===== src/rtl/sw_debounce_sync3.sv =====
// sw_debounce_sync3: synchronises a raw switch vector to clk, debounces it as a whole,
// and presents each newly stable value on datos with a one-cycle enable pulse.
module sw_debounce_sync3 #(
    parameter int WIDTH           = 3,
    parameter int SYNC_STAGES     = 2,
    parameter int DEBOUNCE_CYCLES = 500000
) (
    input  logic             clk,
    input  logic             reset,
    input  logic [WIDTH-1:0] sw_in,
    output logic [WIDTH-1:0] datos,
    output logic             enable,
    output logic             busy
);
    localparam int CNT_W = $clog2(DEBOUNCE_CYCLES);

    typedef enum logic {IDLE, COUNT} state_t;

    state_t                             state;
    logic [SYNC_STAGES-1:0][WIDTH-1:0]  sync_q;
    logic [WIDTH-1:0]                   s;
    logic [WIDTH-1:0]                   stable;
    logic [WIDTH-1:0]                   cand;
    logic [CNT_W-1:0]                   cnt;

    assign s    = sync_q[SYNC_STAGES-1];
    assign busy = state == COUNT;

    always_ff @(posedge clk or negedge reset)
        if (!reset) sync_q <= '0;
        else        sync_q <= {sync_q[SYNC_STAGES-2:0], sw_in};

    // A bounce back to the committed value wins over a restart, which wins over a commit.
    always_ff @(posedge clk or negedge reset)
        if (!reset) begin
            state  <= IDLE;
            stable <= '0;
            cand   <= '0;
            cnt    <= '0;
            datos  <= '0;
            enable <= 1'b0;
        end else begin
            enable <= 1'b0;
            if (state == IDLE) begin
                if (s != stable) begin
                    state <= COUNT;
                    cand  <= s;
                    cnt   <= '0;
                end
            end else if (s == stable) begin
                state <= IDLE;
            end else if (s != cand) begin
                cand <= s;
                cnt  <= '0;
            end else if (cnt == CNT_W'(DEBOUNCE_CYCLES-1)) begin
                stable <= cand;
                datos  <= cand;
                enable <= 1'b1;
                state  <= IDLE;
            end else begin
                cnt <= cnt + 1'b1;
            end
        end
endmodule


===== config.mk =====
export PLATFORM = sky130hd
export DESIGN_NAME = sw_debounce_sync3
export DESIGN_NICKNAME = d
export VERILOG_FILES = /design/src/rtl/sw_debounce_sync3.sv
export SDC_FILE = /design/constraint.sdc
export NUM_CORES = 1
export LEC_CHECK = 0
export CAP_MARGIN = 20
export CELL_PAD_IN_SITES_DETAIL_PLACEMENT = 1
export CELL_PAD_IN_SITES_GLOBAL_PLACEMENT = 2
export CORE_MARGIN = 10
export CORE_UTILIZATION = 40
export CTS_BUF_LIST = sky130_fd_sc_hd__clkbuf_4
export CTS_CLUSTER_DIAMETER = 100
export DETAILED_ROUTE_END_ITERATION = 10
export PLACE_DENSITY_LB_ADDON = 0.1
export SLEW_MARGIN = 10
export SYNTH_ARGS = -nofsm -noshare
export SYNTH_HDL_FRONTEND = slang
export SYNTH_SLANG_ARGS = --single-unit

===== constraint.sdc =====
create_clock -name clk -period 2.24 [get_ports clk]
set_input_delay 0.448 -clock clk [delete_from_list [all_inputs] [get_ports clk]]
set_output_delay 0.448 -clock clk [all_outputs]
set_load 0.01 [all_outputs]

==> metrics.md <==
| Metric | Value |
|---|---|
| Sequential Power Share | `60.3%` |
| Longest Clk Path Bufs | `2` |
| Final ANT Viol Nets | `0` |
| Clk slew on worst S/H paths | `0.10 ns` |
| RSZ-0062 raised after global routing | `no` |
| Wire length of the first global-routing pass | `7280 um` |
| Hold buffers post-CTS | `0` |
| Critical Path Max Stage Delay | `between 0.4 and 0.5 ns` |
| Register area share after synthesis | `about half` |
| Clk_lat worst skew | `0.33 ns` |
| Share of layout cells above drive strength 1 | `between 10% and 20%` |
| Startpoint Class | `register` |
| Largest net degree at the start of global routing | `34` |
| Leading area contributor after synthesis | `dfrtp_1` |
| 1st-iter DRT viols | `92` |
| Core Footprint | `4060 um^2` |
| Share of flip-flops with an asynchronous set or reset | `100%` |
| RR Endpoint | `stable[1]` |
| Crit-path cells | `ha_1 -> and3_1 -> nand2_2 -> nor3_4 -> nand2_4 -> mux2_4` |
| Cell total after placement | `around 230` |
| CP Capture Type | `register` |
| Max VDD drop | `around 0.00034 V` |
| Combinational power share | `under 10%` |
| Drt total wl | `~4300 um` |
| Post-synth EDFFs | `0` |
| Initial Util | `42.0%` |
| Outcome | `complete, no violations` |
| Commonest non-fill, non-tap cell in the layout | `dfrtp_1` |
| Chip width | `85.2 um` |
| Design Power | `between 1 and 1.5 mW` |
| Cell count along the critical path | `6` |
| Sw frac | `26.4%` |
| Non-Filler Instances | `approximately 230` |
| Worst EP required | `2.47 ns` |
| Non-Filler Cell Area, Final | `between 1500 and 2000 um^2` |
| Max-slew violations | `0` |
| Reg area | `approximately 830 um^2` |
| Number of distinct library cells after synthesis | `38` |
| Diode count | `0` |
| CP Class | `register to register` |
| Most frequent cells in the layout | `33 x dfrtp_1, 28 x nand2_1, 16 x o21ai_0` |
| Die Area | `about 7300 um^2` |
| Reg2reg start | `cnt[0]` |
| Vias | `between 1000 and 1500` |
| Final worst slack | `0.259 ns` |
| Worst Hold Class | `register to register` |
| Leakage | `around 0.80 nW` |
| Clk pwr share | `between 30% and 40%` |
| Tmin final | `just under 2 ns` |
| Place WS | `0.253 ns` |
| Num CTS Buffers | `5` |
| Setup_tns | `0 ns` |
| Layout Utilization | `46.9%` |
| Tcrit/Tclk final | `about nine tenths` |
| Power Internal | `about 0.76 mW` |
| Synth top area share | `48.5%` |
| Mapped Cells | `168` |
| Clock root cell | `clkbuf_4` |
| YS warnings | `0` |
| WHS | `0.355 ns` |
| Pwr dens | `approximately 540 nW/um^2` |
| Filler cells | `~470` |
| Io pins | `10` |
| Largest cells by area after synthesis | `dfrtp_1 48%, nand2_1 6.2%, o21ai_0 4.7%, xnor2_1 3.6%, o31ai_1 3.5%` |
| Net switching power | `~0.27 mW` |
| Crit path to | `stable[1]` |
| Vias per cell | `between 5 and 6` |
| Post-DP Area | `~1900 um^2` |
| Die H | `approximately 85 um` |
| Area grow syn2layout | `11.7%` |
| Setup crit start | `cnt[0]` |
| Vias in the first global route | `1385` |
| CTS tree | `yes` |
| Slew margin rel. | `between 70 and 80%` |
| Average size of a mapped cell | `approximately 10 um^2` |
| Crit path buffers/inverters | `0` |
| Max-cap viol count | `0` |
| DR pass1 iterations | `5` |
| Worst Path Max Fanout | `10` |
| Clk sink count | `33` |
| Worst Tran Pin Value | `0.444 ns` |
| Synth Cell Area | `1700 um^2` |
| Total GRT Usage | `12.5%` |
| # rows | `23` |
| Mapped Nets | `about 180` |
| Postcts setup bufs | `0` |
| CP top delay family | `simple AND/OR/NAND/NOR gates` |
| Flop and latch count out of synthesis | `33` |
| Slowest CP cell | `dfrtp_1` |
| Post-DP HPWL | `approximately 3000 um` |
| R2R depth | `6` |
| Cts repair resizes | `0` |
| Final Setup Violations | `0` |
| R2R Setup Slk | `between 0.2 and 0.3 ns` |
| Multi-input gate area | `between 800 and 900 um^2` |
| Routability cong. | `just under 0.8` |
| Worst-case clock skew | `between 0.005 and 0.006 ns` |
| Max Fclk | `~500 MHz` |
| Drt wl/cell | `between 15 and 20 um` |
| # nets final | `approximately 190` |
| Final Hold Fails | `0` |
| DR DRC count | `0` |
| H-tree depth | `2` |
| Gr ovfl total | `0` |
| Port Buffers | `9` |
| Primary FF master, synth | `dfrtp_1` |
| Initial antenna violation count | `0` |
| WP data arrival | `~2.2 ns` |
-- cell usage after synthesis (2+ instances only) --
cell,number
dfrtp_1,33
ha_1,2
o31ai_1,8
xnor2_1,7
buf_2,2
o311ai_0,2
mux2_4,3
nand4_1,5
buf_6,2
nor4_2,3
a21oi_1,3
nand3_1,10
o211ai_1,2
and4_1,2
o41ai_1,2
nor3_1,3
clkbuf_1,3
a31oi_1,4
nand2_1,28
o21ai_0,16
inv_1,2
and3_1,4
nor2_1,5
nand2b_1,3
-- layer usage --
| layer | share of wire, % | global-route usage (%) | vias to the layer above | wire, um |
|---|---|---|---|---|
| li1 | - | - | 647 | - |
| met1 | 48 | 15.6 | 668 | 2050 |
| met2 | 46 | 19.1 | 15 | 1990 |
| met3 | 3.5 | 3.82 | 11 | 148 |
| met4 | 2.5 | 5.54 | 0 | 109 |
| met5 | 0 | 0 | - | 0 |
-- layout make-up --
type	count	share of cell area, %
Clock buffer	5	1.97
Timing Repair Buffer	15	7.11
Sequential cell	33	43.4
Clock inverter	3	0.658
Multi-Input combinational cell	125	43.2
Tap cell	50	3.29
Inverter	2	0.395
-- how the worst min path moves through the flow --
stage	slack, ns	cells after the start	end	startpoint
floorplan	0.15	0	busy	reset
global placement	0.33	0	s[2]	sync_q[2]
detailed placement	0.34	0	s[2]	sync_q[2]
CTS	0.36	0	s[2]	sync_q[2]
global route	0.38	0	s[2]	sync_q[2]
finish	0.36	0	s[2]	sync_q[2]
-- cell families after synthesis --
family | after synthesis | share of synthesized area [%]
buf+inv | 10 | 3.31
xor+xnor | 7 | 3.60
compound gates | 39 | 14.5
simple gates | 73 | 25.3
fa+ha+maj | 2 | 1.47
mux | 4 | 3.23
flops | 33 | 48.5
-- power by group through the flow --
stage                     clock network, mW  registers (mW)  logic, mW
after global placement                    0           0.631     0.0933
after detailed placement                  0           0.632     0.0963
after global routing                  0.361           0.623      0.107
after floorplan                           0           0.629     0.0500
final                                 0.312           0.620     0.0953
after CTS                             0.326           0.621     0.0968
-- state kept, by name, indices dropped and copies added, names as in the netlist --
signal  count
cand        3
sync_q      3
cnt        19
enable      1
busy        1
stable      3
s           3
No activity file was read; power rests on OpenSTA's default activity.
